File: src/rtl/fetch_pkg.sv
// Shared widths, the halt encoding and the prefetch buffer entry layout.
package fetch_pkg;

  localparam int INST_W   = 32;
  localparam int IADDR_W  = 8;
  // Widest PC the entry type can carry; narrower PCs are zero-extended.
  localparam int PC_MAX_W = 64;

  localparam logic [INST_W-1:0] HALT_WORD = 32'h00000000;

  typedef struct packed {
    logic [PC_MAX_W-1:0] pc;
    logic [INST_W-1:0]   inst;
  } fetch_entry_t;

endpackage

File: src/rtl/fetch_fifo.sv
// Prefetch buffer: DEPTH-entry synchronous FIFO with flush. A push is
// accepted when full if a pop happens in the same cycle.
module fetch_fifo
  import fetch_pkg::*;
#(
  parameter int DEPTH = 2
) (
  input  logic         clk,
  input  logic         reset,
  input  logic         push,
  input  logic         pop,
  input  logic         flush,
  input  fetch_entry_t wdata,
  output fetch_entry_t rdata,
  output logic         full,
  output logic         empty
);

  localparam int PW = (DEPTH > 1) ? $clog2(DEPTH) : 1;
  localparam int CW = $clog2(DEPTH + 1);

  fetch_entry_t   mem_q [DEPTH];
  logic [PW-1:0]  wr_q, rd_q;
  logic [CW-1:0]  cnt_q;
  logic           do_push, do_pop;

  assign empty   = (cnt_q == '0);
  assign full    = (cnt_q == CW'(DEPTH));
  assign do_pop  = pop & ~empty;
  assign do_push = push & (~full | do_pop);
  assign rdata   = mem_q[rd_q];

  // Pointer and occupancy update; flush and reset empty the buffer.
  always_ff @(posedge clk) begin
    if (reset || flush) begin
      wr_q  <= '0;
      rd_q  <= '0;
      cnt_q <= '0;
    end else begin
      if (do_push) wr_q <= wr_q + PW'(1);
      if (do_pop)  rd_q <= rd_q + PW'(1);
      cnt_q <= cnt_q + CW'(do_push) - CW'(do_pop);
    end
  end

  // Entry storage; contents after reset are don't-care.
  always_ff @(posedge clk) begin
    if (do_push && !flush && !reset) mem_q[wr_q] <= wdata;
  end

endmodule

File: src/rtl/fetch_unit.sv
// Instruction fetch: drives a combinational ROM from pc_f, buffers fetched
// words in a small FIFO, stops on the halt word, and restarts on redirect.
module fetch_unit
  import fetch_pkg::*;
#(
  parameter int N     = 64,
  parameter int DEPTH = 2
) (
  input  logic               clk,
  input  logic               reset,
  output logic [IADDR_W-1:0] imem_addr,
  input  logic [INST_W-1:0]  imem_q,
  input  logic               redirect,
  input  logic [N-1:0]       redirect_pc,
  output logic               inst_valid,
  input  logic               inst_ready,
  output logic [INST_W-1:0]  inst,
  output logic [N-1:0]       inst_pc,
  output logic               halted
);

  logic [N-1:0]  pc_q, pc_d;
  logic          halted_q, halted_d;
  logic          full, empty;
  logic          pop, fetch, is_halt, push;
  fetch_entry_t  wr_entry, rd_entry;

  assign imem_addr  = pc_q[IADDR_W+1:2];
  assign inst_valid = ~empty;
  assign inst       = rd_entry.inst;
  assign inst_pc    = rd_entry.pc[N-1:0];
  assign halted     = halted_q;

  assign is_halt = (imem_q == HALT_WORD);
  assign pop     = inst_valid & inst_ready & ~redirect;
  assign fetch   = ~halted_q & ~redirect & (~full | pop);
  assign push    = fetch & ~is_halt;

  // Entry built from the current fetch PC and ROM word.
  always_comb begin
    wr_entry      = '0;
    wr_entry.pc   = PC_MAX_W'(pc_q);
    wr_entry.inst = imem_q;
  end

  // Next fetch PC and halt flag; redirect outranks normal fetch.
  always_comb begin
    pc_d     = pc_q;
    halted_d = halted_q;
    if (redirect) begin
      pc_d     = redirect_pc & ~N'(3);
      halted_d = 1'b0;
    end else if (push) begin
      pc_d = pc_q + N'(4);
    end else if (fetch && is_halt) begin
      halted_d = 1'b1;
    end
  end

  // Fetch state registers with synchronous reset.
  always_ff @(posedge clk) begin
    if (reset) begin
      pc_q     <= '0;
      halted_q <= 1'b0;
    end else begin
      pc_q     <= pc_d;
      halted_q <= halted_d;
    end
  end

  fetch_fifo #(.DEPTH(DEPTH)) u_fifo (
    .clk   (clk),
    .reset (reset),
    .push  (push),
    .pop   (pop),
    .flush (redirect),
    .wdata (wr_entry),
    .rdata (rd_entry),
    .full  (full),
    .empty (empty)
  );

endmodule

File: config.mk
export PLATFORM = sky130hd
export DESIGN_NAME = fetch_unit
export DESIGN_NICKNAME = d
export VERILOG_FILES = /design/src/rtl/fetch_pkg.sv /design/src/rtl/fetch_fifo.sv /design/src/rtl/fetch_unit.sv
export SDC_FILE = /design/constraint.sdc
export NUM_CORES = 1
export LEC_CHECK = 0
export BUFFER_PORTS_ARGS = -buffer_cell sky130_fd_sc_hd__buf_2
export CAP_MARGIN = 20
export CORE_MARGIN = 4
export CORE_UTILIZATION = 45
export DETAILED_ROUTE_END_ITERATION = 16
export PLACE_DENSITY = 0.67
export SLEW_MARGIN = 20
export SYNTH_ARGS = -nofsm -noshare
export SYNTH_HDL_FRONTEND = slang
export SYNTH_SLANG_ARGS = --single-unit
export TNS_END_PERCENT = 30
File: constraint.sdc
create_clock -name clk -period 11.4 [get_ports clk]
set_input_delay 0.57 -clock clk [delete_from_list [all_inputs] [get_ports clk]]
set_output_delay 0.57 -clock clk [all_outputs]
set_load 0.02 [all_outputs]
; Yosys cells after proc, flatten, opt, wreduce, memory -nomap -nowiden
; Memories as Yosys holds them, arrays and structs flattened. A register that Yosys moved wholly into a read port is not among the register bits.
; Cells that the tools add are included.
[word_totals]
mem_bits_rw = 192
n_memories = 1
output_inout_bits = 106
regBits = 69
[classes]
bitwise = 15
mux = 6
n_eq_ne = 1
reduce_logical = 11
add_sub_neg = 5
[mem_list]
columns = memory, depth, word_bits, read_ports, rd_ports_with_merged_regs, write_ports, line_no
row1 = u_fifo.mem_q, 2, 96, 1, 1, 1, fetch_fifo.sv:22  ; fetch_entry_t mem_q [DEPTH];
[ops]
columns = op, n
row1 = 64-bit two-way mux, 2
row2 = "64-bit by 3-bit adder with 64-bit output, second input constant", 1
row3 = 32-bit logical NOT, 1
row4 = 1-bit AND, 7
row5 = 1-bit NOT, 6
row6 = 1-bit two-way mux, 4
row7 = 1-bit logical AND, 3
row8 = "1-bit adder, second input constant", 2
row9 = 2-bit by 1-bit adder with 2-bit output, 1
row10 = "2-bit == test, second input constant", 1
row11 = 1-bit logical NOT, 2
row12 = 2-bit logical NOT, 1
row13 = 1-bit OR, 2
row14 = 2-bit AND reduction, 1
row15 = 2-bit nonzero test, 1
row16 = 2-bit OR reduction, 1
row17 = 2-bit by 1-bit subtractor with 2-bit output, 1
row18 = 1-bit logical OR, 1

; Logic depth before layout (Yosys ltp)
[depth]
depth_word = 12
depth_mapped = 10
mapped_depth_nobuf = 9

; Cells and area by module
; A second synthesis with hierarchy kept.
[unflattened]
cells_unflattened = 879
hier_area_um2 = 11384.7
[by_module_without_submodules]
columns = mod, instances, seq_area_each_um2, area_per_inst_um2, cells_each
row1 = fetch_fifo, 1, 5865.6, 7179.4, 329
row2 = fetch_unit, 1, 1261.2, 4205.3, 550

; Least setup slack after synthesis
; No wires, ideal clock.
[synth_timing]
kind = input -> register
from = input inst_ready
to = memory u_fifo.mem_q[0][0] (netlist bit) (enable)
arrival_time_ps = 7788
path_slack_ps = 2950
cell_stages = 6
path_cell_list = nor3b_1 -> nor2_1 -> o21ai_0 -> buf_2 -> buf_2 -> nor3_1
[synth_via]
elab_chain_cells = 10
[synth_rtl]
columns = item, line_no
row1 = from (decl), fetch_unit.sv:16  ; input logic inst_ready,
row2 = 1-bit AND * (2 in series), fetch_unit.sv:35  ; assign pop = inst_valid & inst_ready & ~redirect;
row3 = 1-bit OR, fetch_unit.sv:36  ; assign fetch = ~halted_q & ~redirect & (~full | pop);
row4 = 1-bit AND, fetch_unit.sv:36
row5 = 1-bit AND, fetch_unit.sv:37  ; assign push = fetch & ~is_halt;
row6 = 1-bit AND *, fetch_fifo.sv:30  ; assign do_push = push & (~full | do_pop);
row7 = 1-bit logical AND * (2 in series), fetch_fifo.sv:48  ; if (do_push && !flush && !reset) mem_q[wr_q] <= wdata;
row8 = 1-bit two-way mux *, fetch_fifo.sv:48
row9 = 1-bit two-way mux (implied by the code) *, fetch_fifo.sv:48
row10 = to (decl), fetch_fifo.sv:22
; Every way passes the cells marked *; elsewhere a longest branch is shown, timed or not.

; Worst setup path in the final report
[layout_timing]
from = register u_fifo.cnt_q[1]
to = memory u_fifo.mem_q[1][87] (netlist bit) (enable)
[layout_via]
elab_chain_cells = 12
[layout_rtl]
columns = item, line_no
row1 = from (decl), fetch_fifo.sv:24  ; logic [CW-1:0] cnt_q;
row2 = from (signal assigned), fetch_fifo.sv:42  ; cnt_q <= cnt_q + CW'(do_push) - CW'(do_pop);
row3 = 2-bit logical NOT, fetch_fifo.sv:27  ; assign empty = (cnt_q == '0);
row4 = 1-bit NOT, "fetch_fifo.sv:29, fetch_unit.sv:29"
row5 = 1-bit AND (2 in series), fetch_unit.sv:35
row6 = 1-bit OR, fetch_unit.sv:36
row7 = 1-bit AND, fetch_unit.sv:36
row8 = 1-bit AND, fetch_unit.sv:37
row9 = 1-bit AND *, fetch_fifo.sv:30
row10 = 1-bit logical AND * (2 in series), fetch_fifo.sv:48
row11 = 1-bit two-way mux *, fetch_fifo.sv:48
row12 = 1-bit two-way mux (implied by the code) *, fetch_fifo.sv:48
; Marked as above.

==> results.json <==
{
  "postSynth.asyncResetShare_pct": 0,
  "antenna_left": 0,
  "status": "finished, final reports clean",
  "finalCritPeriodShare_pct": 29.70,
  "path_max_fanout": 52,
  "place_congestion": 0.8144,
  "grtUsageTotal_pct": 19.09,
  "fin_crit_ns": 3.385,
  "maxCapViolations": 0,
  "synth_flop_cell": "edfxtp_1",
  "rows": 56,
  "clock_sinks": 256,
  "worstSetupStartpointType": "flop",
  "yosys-top-cells-count": "edfxtp_1, mux2_2, dfxtp_1",
  "synth_seq_cells": 256,
  "io_buffers": 201,
  "regToRegStartpoint": "u_fifo.cnt_q[1]$_SDFF_PP0_",
  "drt_iter0_drc": 648,
  "preCtsSetupSlack_ns": 7.683,
  "synth.distinct_cells": 47,
  "vias": 7324,
  "synth-simple-area-share_pct": 12.62,
  "die_h_microns": 163.0,
  "crit_arrival_ns": 3.55,
  "start_util_pct": 45.93,
  "synth_top_family_by_area": "simple AND/OR/NAND/NOR gates",
  "grt_start_max_net_pins": 70,
  "io_pins": 206,
  "ctsLongestPathBuffers": 3,
  "synth_area_leaders": "edfxtp_1, dfxtp_1, mux2_2",
  "path_class": "flop to flop",
  "hold_violations": 0,
  "power.density_mw_per_mm2": 160.5,
  "timing.fmax_mhz": 295.4,
  "clkTransAtPathRegs_ns": 0.06,
  "grt_remaining_overflow": 0,
  "die_x_microns": 163.0,
  "firstDrtPassIters": 7,
  "setup_viol": 0,
  "antenna_cells": 0,
  "syn-cell-area_sq_mm": 0.01081,
  "postCtsSetupRepairBufs": 0,
  "numCtsBuffers": 28,
  "fillers": 2032,
  "hold_ws_ns": 0.2420,
  "yosys.area.top_type_share_pct": 52.20,
  "viasPerCell": 5.433,
  "htreeDepth": 1,
  "seq_power_share_pct": 51.7,
  "clock_latency_ns": 0.54,
  "yosysMostFrequentCell": "edfxtp_1",
  "rsz0062_at_grt": "no",
  "clkPwrFrac_pct": 40.7,
  "synthMuxAreaShare_pct": 9.881,
  "end_kind": "flop",
  "slew_violations": 0,
  "drive_gt1_share_pct": 35.28,
  "fin_ws_ns": 8.015,
  "synth_edf_count": 188,
  "antenna_found_initial": 0,
  "required_ns": 11.56,
  "synth_fa_ha_area_share_pct": 0.3471,
  "r2r_slack_ns": 8.01,
  "tritoncts": "yes",
  "switchingPower_uw": 487.2,
  "core_area_sq_mm": 0.02354,
  "hp-class": "primary input to flop",
  "cts-root-buf": "clkbuf_16",
  "yosys_warnings": 0,
  "grt_pass1_vias": 7205,
  "p_int_mw": 1.594,
  "cts-hold-fix-buffers": 0,
  "rr_worst_depth": 5,
  "cellLeakagePower_nw": 4.526,
  "relSlewSlack_pct": 33.52,
  "drc_errors": 0,
  "wire_per_inst_microns": 19.52,
  "yosys.area.top_type": "edfxtp_1",
  "multi_input_area_sq_mm": 0.003566,
  "routed_wl_microns": 26310,
  "post_cts_resized": 0,
  "seqCellArea_sq_mm": 0.007010,
  "min_from": "imem_q[2]",
  "setup_tns_ns": 0,
  "irDropWorstVdd_uv": 108.4,
  "syn_to_final_growth_pct": 19.89,
  "combPwrFrac_pct": 7.6,
  "synth-compound-area-share_pct": 5.797,
  "worstMarginPinSlew_ns": 0.9972,
  "nNetsFinal": 1110,
  "avgSynthCellArea_sq_um": 13.29,
  "clock_skew_ns": 0.009713,
  "ys_seq_area_share_pct": 64.79,
  "switching_share_pct": 23.41,
  "critical_path.startpoint": "u_fifo.cnt_q[1]$_SDFF_PP0_",
  "syn_inst": 814,
  "hpwl_microns": 17930,
  "die_area_sq_mm": 0.02658,
  "min_path_cells": 1,
  "grt_pass1_wl_microns": 39960,
  "synthXorXnorAreaFrac_pct": 4.131
}
[per-stage QoR]
stage,power [mW],util [%],area [sq um],cells
floorplan,1.191,-,10820,815
global placement,1.251,51.33,12080,1296
detailed placement,1.256,51.33,12080,1296
CTS,2.106,55.07,12960,1348
global route,2.167,55.07,12960,1348
finish,2.081,55.07,12960,1348
[per-layer routing]
layer	up-vias	global-route usage, %	share of wire (%)
li1	3474	-	-
met1	3554	26.76	45
met2	265	31.51	46
met3	31	3.583	7.2
met4	0	3.698	1.8
met5	-	0	0
[final cells by class]
type                    instances  area share, %
clock buffers                  34          5.733
clock inverters                18          1.062
inverters                      11         0.3281
multi-input cells             501          27.50
flip-flops and latches        256          54.07
well taps                     319          3.079
repair buffers                209          8.222
[registers in the layout, indices dropped and copies added (netlist names), named ones only]
signal	count
u_fifo.rd_q	1
u_fifo.mem_q	188
u_fifo.wr_q	1
u_fifo.cnt_q	2
halted	1
pc_q	62
[cell families (layout without fill, tap and decap cells)]
group	count (synthesis)	count (layout)
mux	95	95
fa+ha+maj	3	3
simple gates	260	260
buf+inv	58	272
xor+xnor	51	51
compound gates	90	90
flops	256	256
other cells	1	2
[power by group through the flow]
stage	Combinational [mW]	Sequential [mW]	Clock, mW
6_report	0.158	1.08	0.847
3_5_place_dp	0.160	1.10	0
3_3_place_gp	0.158	1.09	0
4_1_cts	0.161	1.08	0.869
5_1_grt	0.172	1.08	0.914
2_1_floorplan	0.104	1.09	0
[worst paths after layout]
kind,to
hold reg to reg,u_fifo.mem_q[1][95]$_DFFE_PP_
setup reg to reg,u_fifo.mem_q[1][87]$_DFFE_PP_
setup / recovery,u_fifo.mem_q[1][87]$_DFFE_PP_
hold / removal,u_fifo.mem_q[0][2]$_DFFE_PP_
[worst max-delay path, cell delays in order (launching register included)]
cell     delay (ns)
dfxtp_1        0.32
nor3b_1        0.18
nor2_1         0.48
o21a_1         0.55
and3_4         0.73
buf_4          0.69
[placed cells by master (no fill, tap or decap), drive strengths merged, types with 6 or more instances in the layout]
cell type and instances:
buf 209, edfxtp 188, mux2 94, dfxtp 68, nor2 65, nand2 56, xnor2 43, nor4 36
a211oi 35, clkbuf 34, nand4 27, nor3 25, nand3 18, a21oi 15, clkinv 15, inv 10
xor2 8, o21bai 8, o21ai 8, and3 8, a31oi 6
Note: power is estimated with default switching activity, not from simulation.
